===== src/rtl/soul_pkg.sv =====
// soul_pkg: state encoding, arena/sprite geometry and widths shared by the
// soul controller and the collision detector.
package soul_pkg;

  // Arena and sprite geometry, pixels
  localparam int unsigned ARENA_X0   = 220;
  localparam int unsigned ARENA_X1   = 420;
  localparam int unsigned ARENA_Y0   = 100;
  localparam int unsigned ARENA_Y1   = 300;
  localparam int unsigned SPR_W      = 34;
  localparam int unsigned SPR_H      = 27;
  localparam int unsigned START_X    = 300;
  localparam int unsigned START_Y    = 150;

  // Gameplay constants
  localparam int unsigned STEP       = 2;
  localparam int unsigned HP_MAX     = 20;
  localparam int unsigned DAMAGE     = 4;
  localparam int unsigned INV_FRAMES = 60;

  // Derived limits: the sprite origin must keep the whole sprite inside
  localparam int unsigned X_MAX      = ARENA_X1 - SPR_W;
  localparam int unsigned Y_MAX      = ARENA_Y1 - SPR_H;
  localparam int unsigned SLOW_STEP  = ((STEP >> 1) == 0) ? 1 : (STEP >> 1);

  // Widths
  localparam int unsigned X_W        = 10;
  localparam int unsigned Y_W        = 9;
  localparam int unsigned HP_W       = 7;
  localparam int unsigned INV_W      = 6;
  localparam int unsigned STEP_W     = 4;

  // State encoding
  localparam logic [1:0] ST_IDLE   = 2'd0;
  localparam logic [1:0] ST_ALIVE  = 2'd1;
  localparam logic [1:0] ST_INVULN = 2'd2;
  localparam logic [1:0] ST_DEAD   = 2'd3;

  typedef enum logic [1:0] {
    IDLE   = ST_IDLE,
    ALIVE  = ST_ALIVE,
    INVULN = ST_INVULN,
    DEAD   = ST_DEAD
  } state_t;

endpackage


===== src/rtl/soul_if.sv =====
// soul_if: input events and sprite outputs of the soul controller.
// Optional SOUL_SLOW_EN adds the btn_slow level input.
interface soul_if;
  import soul_pkg::*;

  logic              frame_tick;
  logic              btn_up;
  logic              btn_down;
  logic              btn_left;
  logic              btn_right;
`ifdef SOUL_SLOW_EN
  logic              btn_slow;
`endif
  logic              hit;
  logic              start;
  logic [X_W-1:0]    char_x;
  logic [Y_W-1:0]    char_y;
  logic              char_vis;
  logic [HP_W-1:0]   hp;
  logic              dead;
  logic [1:0]        state;

  // Event source side (debouncers, collision detector, game logic)
  modport master (
    output frame_tick, btn_up, btn_down, btn_left, btn_right,
`ifdef SOUL_SLOW_EN
    output btn_slow,
`endif
    output hit, start,
    input  char_x, char_y, char_vis, hp, dead, state
  );

  // Controller side
  modport slave (
    input  frame_tick, btn_up, btn_down, btn_left, btn_right,
`ifdef SOUL_SLOW_EN
    input  btn_slow,
`endif
    input  hit, start,
    output char_x, char_y, char_vis, hp, dead, state
  );

endinterface


===== src/rtl/soul_axis_step.sv =====
// soul_axis_step: one axis of movement; signed step then clamp to [LO, HI].
module soul_axis_step #(
  parameter int unsigned W  = 10,
  parameter int unsigned LO = 0,
  parameter int unsigned HI = 1023
) (
  input  logic [W-1:0] pos,
  input  logic         inc,
  input  logic         dec,
  input  logic [3:0]   step,
  output logic [W-1:0] pos_nxt_c
);

  localparam logic signed [10:0] LO_S = 11'(LO);
  localparam logic signed [10:0] HI_S = 11'(HI);

  logic signed [10:0] delta;
  logic signed [10:0] sum;

  // Opposing buttons cancel; signed sum so a step below zero cannot wrap
  always_comb begin
    delta = '0;
    if (inc && !dec)      delta = 11'(step);
    else if (dec && !inc) delta = -(11'(step));
    sum = 11'(pos) + delta;
    if (sum < LO_S)       pos_nxt_c = W'(LO);
    else if (sum > HI_S)  pos_nxt_c = W'(HI);
    else                  pos_nxt_c = W'(sum);
  end

endmodule


===== src/rtl/soul_controller.sv =====
// soul_controller: player sprite FSM - position, HP, invulnerability blink.
// Optional feature macro: SOUL_SLOW_EN (halved step while btn_slow is held).
module soul_controller
  import soul_pkg::*;
(
  input  logic Pclk,
  input  logic rst_n,
  soul_if.slave bus
);

  state_t            state_q, state_n;
  logic [X_W-1:0]    x_q, x_n, x_step;
  logic [Y_W-1:0]    y_q, y_n, y_step;
  logic [HP_W-1:0]   hp_q, hp_n;
  logic [INV_W-1:0]  inv_q, inv_n;
  logic              vis_q, vis_n;
  logic              dead_q, dead_n;
  logic [STEP_W-1:0] step_c;

`ifdef SOUL_SLOW_EN
  assign step_c = bus.btn_slow ? STEP_W'(SLOW_STEP) : STEP_W'(STEP);
`else
  assign step_c = STEP_W'(STEP);
`endif

  soul_axis_step #(.W(X_W), .LO(ARENA_X0), .HI(X_MAX)) u_step_x (
    .pos       (x_q),
    .inc       (bus.btn_right),
    .dec       (bus.btn_left),
    .step      (step_c),
    .pos_nxt_c (x_step)
  );

  soul_axis_step #(.W(Y_W), .LO(ARENA_Y0), .HI(Y_MAX)) u_step_y (
    .pos       (y_q),
    .inc       (bus.btn_down),
    .dec       (bus.btn_up),
    .step      (step_c),
    .pos_nxt_c (y_step)
  );

  // State, position, HP and blink registers
  always_ff @(posedge Pclk or negedge rst_n) begin
    if (!rst_n) begin
      state_q <= IDLE;
      x_q     <= X_W'(START_X);
      y_q     <= Y_W'(START_Y);
      hp_q    <= HP_W'(HP_MAX);
      inv_q   <= '0;
      vis_q   <= 1'b0;
      dead_q  <= 1'b0;
    end else begin
      state_q <= state_n;
      x_q     <= x_n;
      y_q     <= y_n;
      hp_q    <= hp_n;
      inv_q   <= inv_n;
      vis_q   <= vis_n;
      dead_q  <= dead_n;
    end
  end

  // Next state: start wins, then hit/tick handling per state
  always_comb begin
    state_n = state_q;
    x_n     = x_q;
    y_n     = y_q;
    hp_n    = hp_q;
    inv_n   = inv_q;
    if (bus.start) begin
      state_n = ALIVE;
      x_n     = X_W'(START_X);
      y_n     = Y_W'(START_Y);
      hp_n    = HP_W'(HP_MAX);
      inv_n   = INV_W'(INV_FRAMES);
    end else begin
      case (state_q)
        ALIVE: begin
          if (bus.frame_tick) begin
            x_n = x_step;
            y_n = y_step;
          end
          if (bus.hit) begin
            hp_n  = (hp_q > HP_W'(DAMAGE)) ? hp_q - HP_W'(DAMAGE) : '0;
            inv_n = INV_W'(INV_FRAMES);
            state_n = (hp_n == '0) ? DEAD : INVULN;
          end
        end
        INVULN: begin
          if (bus.frame_tick) begin
            x_n = x_step;
            y_n = y_step;
            if (inv_q <= INV_W'(1)) begin
              inv_n   = '0;
              state_n = ALIVE;
            end else begin
              inv_n = inv_q - INV_W'(1);
            end
          end
        end
        default: ;
      endcase
    end
  end

  // Visibility and dead flag follow the next state so they register with it
  always_comb begin
    vis_n  = 1'b1;
    dead_n = 1'b0;
    case (state_n)
      IDLE:    vis_n  = 1'b0;
      INVULN:  vis_n  = inv_n[2];
      DEAD:    dead_n = 1'b1;
      default: ;
    endcase
  end

  assign bus.char_x   = x_q;
  assign bus.char_y   = y_q;
  assign bus.char_vis = vis_q;
  assign bus.hp       = hp_q;
  assign bus.dead     = dead_q;
  assign bus.state    = state_q;

endmodule


===== src/flat_wrapper.sv =====
// flat-port wrapper written by rule: the top's interface ports become plain ports
module soul_controller_flat import soul_pkg::*;
  (Pclk, rst_n, bus_frame_tick, bus_btn_up, bus_btn_down, bus_btn_left, bus_btn_right, bus_hit, bus_start, bus_char_x, bus_char_y, bus_char_vis, bus_hp, bus_dead, bus_state);
  soul_if bus_i ();
  input  logic Pclk;
  input  logic rst_n;
  input wire logic [$bits(bus_i.frame_tick)-1:0] bus_frame_tick;
  input wire logic [$bits(bus_i.btn_up)-1:0] bus_btn_up;
  input wire logic [$bits(bus_i.btn_down)-1:0] bus_btn_down;
  input wire logic [$bits(bus_i.btn_left)-1:0] bus_btn_left;
  input wire logic [$bits(bus_i.btn_right)-1:0] bus_btn_right;
  input wire logic [$bits(bus_i.hit)-1:0] bus_hit;
  input wire logic [$bits(bus_i.start)-1:0] bus_start;
  output wire logic [$bits(bus_i.char_x)-1:0] bus_char_x;
  output wire logic [$bits(bus_i.char_y)-1:0] bus_char_y;
  output wire logic [$bits(bus_i.char_vis)-1:0] bus_char_vis;
  output wire logic [$bits(bus_i.hp)-1:0] bus_hp;
  output wire logic [$bits(bus_i.dead)-1:0] bus_dead;
  output wire logic [$bits(bus_i.state)-1:0] bus_state;
  assign bus_i.frame_tick = bus_frame_tick;
  assign bus_i.btn_up = bus_btn_up;
  assign bus_i.btn_down = bus_btn_down;
  assign bus_i.btn_left = bus_btn_left;
  assign bus_i.btn_right = bus_btn_right;
  assign bus_i.hit = bus_hit;
  assign bus_i.start = bus_start;
  assign bus_char_x = bus_i.char_x;
  assign bus_char_y = bus_i.char_y;
  assign bus_char_vis = bus_i.char_vis;
  assign bus_hp = bus_i.hp;
  assign bus_dead = bus_i.dead;
  assign bus_state = bus_i.state;
  soul_controller u_core (.Pclk(Pclk), .rst_n(rst_n), .bus(bus_i));
endmodule

===== config.mk =====
export PLATFORM = sky130hd
export DESIGN_NAME = soul_controller_flat
export DESIGN_NICKNAME = d
export VERILOG_FILES = /design/src/rtl/soul_pkg.sv /design/src/rtl/soul_if.sv /design/src/rtl/soul_axis_step.sv /design/src/rtl/soul_controller.sv /design/src/flat_wrapper.sv
export SDC_FILE = /design/constraint.sdc
export NUM_CORES = 1
export LEC_CHECK = 0
export BUFFER_PORTS_ARGS = -buffer_cell sky130_fd_sc_hd__buf_2
export CORE_ASPECT_RATIO = 1.4
export CORE_MARGIN = 3
export CORE_UTILIZATION = 30
export DETAILED_ROUTE_END_ITERATION = 10
export PLACE_DENSITY = 0.57
export SLEW_MARGIN = 15
export SYNTH_ARGS = -nofsm -noshare
export SYNTH_HDL_FRONTEND = slang
export SYNTH_SLANG_ARGS = --single-unit

===== constraint.sdc =====
create_clock -name Pclk -period 3.5 [get_ports Pclk]
set_clock_uncertainty 0.1 [all_clocks]
set_input_delay 0.35 -clock Pclk [delete_from_list [all_inputs] [get_ports Pclk]]
set_output_delay 0.35 -clock Pclk [all_outputs]
set_load 0.03 [all_outputs]

Word level (Yosys, flattened, before mapping)
Index checks and enable logic that the tools add are counted.
{"block": "totals", "ff_bits": 36, "elab_cells": 74, "in_bits": 9, "out_inout_bits": 30}
{"block": "classes", "eq_ne": 6, "muxes": 31, "n_lt_le_gt_ge": 6, "add_sub_neg": 4, "reduce_logical": 19}
{"cell": "$mux 10", "n": 5}
{"cell": "$mux 9", "n": 5}
{"cell": "$mux 11", "n": 4}
{"cell": "$mux 7", "n": 4}
{"cell": "$mux 6", "n": 4}
{"cell": "$gt 11x10->1 const B", "n": 2}
{"cell": "$pmux 6 s2", "n": 1}
{"cell": "$add 10x11->11", "n": 1}
{"cell": "$add 9x11->11", "n": 1}
{"cell": "$lt 11x8->1 const B", "n": 1}
{"cell": "$lt 11x9->1 const B", "n": 1}
{"cell": "$mux 2", "n": 4}
{"cell": "$reduce_bool 2->1", "n": 4}
{"cell": "$gt 7x3->1 const B", "n": 1}
{"cell": "$logic_not 7->1", "n": 1}
{"cell": "$sub 7x3->7 const B", "n": 1}
{"cell": "$eq 2x2->1 const B", "n": 3}
{"cell": "$le 6x1->1 const B", "n": 1}
{"cell": "$ne 3x3->1 const B", "n": 2}
{"cell": "$sub 6x1->6 const B", "n": 1}
{"cell": "$logic_and 1x1->1", "n": 4}
{"cell": "$logic_not 1->1", "n": 4}
{"cell": "$pmux 2 s2", "n": 1}
{"cell": "$reduce_and 2->1", "n": 2}
{"cell": "other kinds (7)", "n": 8}

Longest topological paths before layout
{"block": "logic_depth", "depth_word": 11, "depth_mapped": 14, "depth_no_buf": 12}

Hierarchy
Synthesis repeated with hierarchy kept, for this count alone.
{"block": "unflattened", "hier_cells": 413, "area_unflattened_um2": 3463.3}
{"mod": "soul_controller", "seq_area_each_um2": 913.4, "area_each_um2": 1870.5, "cells_per_inst": 203, "n_inst": 1}
{"mod": "soul_axis_step at u_core.u_step_x", "seq_area_each_um2": 0.0, "area_each_um2": 824.5, "cells_per_inst": 117, "n_inst": 1}
{"mod": "soul_axis_step at u_core.u_step_y", "seq_area_each_um2": 0.0, "area_each_um2": 768.2, "cells_per_inst": 93, "n_inst": 1}

Worst setup path after synthesis
No wires, ideal clock.
{"block": "synth_path", "path_type": "input to register", "from": "input port bus_btn_down", "to": "register u_core.y_q[2], in the netlist u_core.bus.char_y[2]", "n_path_buf": 3, "setup_slack_ns": 0.385, "required_ns": 3.338, "arrival_ns": 2.953, "setup_ns": 0.062, "cell_stages": 14, "cell_sequence": "inv_1 -> ha_1 -> buf_6 -> buf_6 -> buf_4 -> xor2_1 -> ha_1 -> nand4bb_1 -> and4_4 -> nor2_1 -> a311o_4 -> a2111oi_4 -> or2_1 -> o32a_1"}
{"block": "synth_between", "elab_chain_len": 11, "word_cells_on_any_way": 13, "cone_classes": "add/sub (1); order compare (2); mux (7); reduce/logical (3)"}
{"element": "from (decl)", "line": "flat_wrapper.sv:9", "rtl": "input wire logic [$bits(bus_i.btn_down)-1:0] bus_btn_down;"}
{"element": "$logic_not 1->1", "line": "soul_axis_step.sv:24", "rtl": "else if (dec && !inc) delta = -(11'(step));"}
{"element": "$logic_and 1x1->1", "line": "soul_axis_step.sv:24"}
{"element": "$mux 11", "line": "soul_axis_step.sv:24"}
{"element": "$mux 11 *", "line": "soul_axis_step.sv:23", "rtl": "if (inc && !dec) delta = 11'(step);"}
{"element": "$add 9x11->11 *", "line": "soul_axis_step.sv:25", "rtl": "sum = 11'(pos) + delta;"}
{"element": "$gt 11x10->1", "line": "soul_axis_step.sv:27", "rtl": "else if (sum > HI_S) pos_nxt_c = W'(HI);"}
{"element": "$mux 9", "line": "soul_axis_step.sv:27"}
{"element": "$mux 9 *", "line": "soul_axis_step.sv:26", "rtl": "if (sum < LO_S) pos_nxt_c = W'(LO);"}
{"element": "$mux 9 *", "line": "soul_controller.sv:79, soul_controller.sv:90"}
{"element": "$mux 9 *"}
{"element": "$mux 9 *", "line": "soul_controller.sv:70", "rtl": "if (bus.start) begin"}
{"element": "to (signal assigned)", "line": "soul_controller.sv:47", "rtl": "y_q <= Y_W'(START_Y);"}
{"element": "to (signal assigned)", "line": "soul_controller.sv:55", "rtl": "y_q <= y_n;"}
{"element": "to (decl)", "line": "soul_controller.sv:13", "rtl": "logic [Y_W-1:0] y_q, y_n, y_step;"}
Mark *: on every way between the ends. The rest lies on a longest branch, timed or not. The select of a mux whose other input is x is not followed.
A chain may end at the register's enable or synchronous reset.

Worst setup path in the final report
{"block": "layout_path", "from": "register u_core.x_q[2], in the netlist u_core.bus.char_x[2]", "to": "register u_core.x_q[5], in the netlist u_core.bus.char_x[5]"}
{"block": "layout_between", "elab_chain_len": 7, "word_cells_on_any_way": 8, "cone_classes": "add/sub (1); order compare (2); mux (5)"}
{"element": "from (decl)", "line": "soul_controller.sv:12", "rtl": "logic [X_W-1:0] x_q, x_n, x_step;"}
{"element": "from (signal assigned)", "line": "soul_controller.sv:46", "rtl": "x_q <= X_W'(START_X);"}
{"element": "from (signal assigned)", "line": "soul_controller.sv:54", "rtl": "x_q <= x_n;"}
{"element": "$add 10x11->11 *", "line": "soul_axis_step.sv:25"}
{"element": "$gt 11x10->1", "line": "soul_axis_step.sv:27"}
{"element": "$mux 10", "line": "soul_axis_step.sv:27"}
{"element": "$mux 10 *", "line": "soul_axis_step.sv:26"}
{"element": "$mux 10 *", "line": "soul_controller.sv:79, soul_controller.sv:90"}
{"element": "$mux 10 *"}
{"element": "$mux 10 *", "line": "soul_controller.sv:70"}
Marks and branches as above.

==> impl_metrics.ini <==
[detailed_routing]
viasPerCell = 5.38
wl_per_cell_um = 14.6
drt_iter0_drc = 206
wirelength_um = 7790
first_pass_iters = 7
drc_errors = 0
vias = 2872
postRouteAntennaNets = 0

[critical_path]
cp.buffers_inverters = 0
rr_worst_depth = 9
cp-end-kind = flip-flop
cp.arrival_ps = 3020
crit_path_top_delay_cell = dfstp_2
cp_max_fo = 10
worst_setup_path_start_kind = flip-flop
crit_required_ps = 3600
critPathKind = flip-flop to flip-flop
path_cells = xor2_1 -> ha_1 -> nor3b_1 -> o21ai_0 -> and3_1 -> or4_1 -> o2111ai_1 -> a31oi_1 -> o221a_2
r2r_slack_ps = 580
rr_startpoint = u_core.bus.char_x[2]
crit_path_max_incr_delay_ps = 630
cp_top_family = simple AND/OR/NAND/NOR gates
r2r_end = u_core.bus.char_x[5]

[run_status]
outcome = finished clean

[layout]
utilization_pct = 34.7
num_antenna_cells = 0
drive_above_1_share_pct = 20.2
nets = 420
syn_to_final_growth_pct = 12.8

[global_routing]
grt_use_total_pct = 13.5
grt_max_degree = 36
grt.overflow.total = 0
antenna_found_initial = 0
first_global_vias = 2723
grt_pass1_wl_um = 13500

[synth]
syn_avg_cell_area_um2 = 8.69
ys_types = 80
synth_nets = 393
async_flop_share_pct = 100
synth-main-ff-cell = dfrtp_1
synth_warnings = 0
ys_top_cells_by_count = nor2_1 (28), dfrtp_1 (25), nand2_1 (24), inv_1 (22), a21oi_1 (21)
post-synth-top-area-cell = dfrtp_1
syn_area_um2 = 3200
ys_seq_area_share_pct = 27.8
netlist_instances = 368
synth_area_leaders = dfrtp_1 (20%), dfstp_2 (8.2%), ha_1 (6.3%), xnor2_1 (4.1%), a21oi_1 (3.3%)
synth_most_common_cell = nor2_1
synth-edff-count = 0
synth_top_area_share_pct = 19.6
ys_ff_latch = 35

[sta]
rsz0062_at_grt = no
post-route-period-util_pct = 83.4
holdWs_ps = 45.7
max_clock_freq_mhz = 343
hold_viol_final = 0
min_period_ps = 2920
setup_tns_ps = 0
final-setup-viol-count = 0
finalMaxSlewViolations = 0
relSlewSlack_pct = 48.0
worstMarginPinSlew_ps = 780

[worst_hold_path]
hold_class = input pin to async pin

[power]
p_per_area_nw_per_um2 = 788
power.leakage_nw = 1.52
ir_worst_vdd_mv = 0.466

[placed_design]
place_congestion = 0.828
numPortBuffers = 37
dp_hpwl_um = 5950

[cts]
ctsHoldBuffers = 0
root_buffer = clkbuf_16
htreeDepth = 2
clk_latency_ps = 280
path_clk_slew_ps = 60
ctsResizeCount = 0
cts_sinks = 35
cts_buffers = 5
cts.path.max_buffers = 2
cts_setup_buffers = 0
tritoncts = built

[floorplan]
coreArea_um2 = 10400
fp.dieH_um = 128
dieArea_um2 = 12000
pin_count = 39
start_util_pct = 30.7
row_count = 44
fp.dieW_um = 93.3

[flow_run]
max_cap_viol_count = 0
## stage by stage
stage | std cells | setup WS [ps] | power [W] | area, um^2
global placement | 526 | 417 | 0.00241 | 3470
floorplan | 368 | 385 | 0.00204 | 3200
CTS | 534 | 606 | 0.00286 | 3610
detailed placement | 526 | 359 | 0.00243 | 3470
finish | 534 | 581 | 0.00284 | 3610
global route | 534 | 306 | 0.00308 | 3610
## cell usage in the layout, fill, tap and decap left out, types with 6 or more instances in the layout
cell type / count
a21oi_1: 21
a22o_1: 6
and2_1: 6
buf_2: 37
dfrtp_1: 25
dfstp_2: 10
ha_1: 16
inv_1: 22
nand2_1: 24
nand3_1: 9
nor2_1: 28
nor3_1: 15
o21ai_0: 13
xnor2_1: 15
xor2_1: 9
## registers in the layout, indices dropped and copies added (netlist names)
name / count
u_core.bus.hp: 7
u_core.bus.dead: 1
u_core.bus.state: 2
u_core.bus.char_vis: 1
u_core.bus.char_y: 9
u_core.inv_q: 6
u_core.bus.char_x: 9
## cells by family after synthesis
kind of cell / share of synthesized area (%)
buffers and inverters: 6.69
DFF: 27.8
AOI/OAI and AO/OA: 28.4
and+or+nand+nor: 22.3
muxes: 1.33
xor gates and xnor gates: 7.08
adders and majority gates: 6.26
other: 0.117
## power breakdown
part	switching [W]	total [W]	leakage, nW	internal [W]
Combinational	0.00101	0.00162	1.02	0.000608
Sequential	0.000236	0.000800	0.431	0.000564
Clock	0.000161	0.000423	0.0669	0.000262
## per-layer routing
| metal | global-route usage, % | wire (um) | up-vias |
|---|---|---|---|
| met3 | 2.00 | 273 | 7 |
| met5 | 0 | 0 | - |
| met1 | 18.3 | 3570 | 1371 |
| li1 | - | - | 1429 |
| met2 | 22.7 | 3880 | 65 |
| met4 | 2.85 | 62 | 0 |
## area by class of cell
cell class              instances  area [um^2]
well taps                     138          173
clock inverters                 2         12.5
clock buffers                   6          129
flip-flops and latches         35          888
repair buffers                 42          223
multi-input cells             288         2100
inverters                      23         86.3
fillers                      1054         6800
## how the worst max path moves through the flow
stage | startpoint | cells past startpoint | slack (ps) | to
final | u_core.bus.char_x[2] | 9 | 580 | u_core.bus.char_x[5]
after CTS | u_core.bus.char_x[2] | 9 | 610 | u_core.bus.char_x[5]
after global routing | u_core.bus.char_x[2] | 9 | 310 | u_core.bus.char_x[5]
after floorplan | bus_btn_down | 14 | 380 | u_core.bus.char_y[2]
after detailed placement | bus_btn_right | 13 | 360 | u_core.bus.char_x[1]
after global placement | bus_btn_right | 13 | 420 | u_core.bus.char_x[1]
No activity file was read; power rests on OpenSTA's default activity.
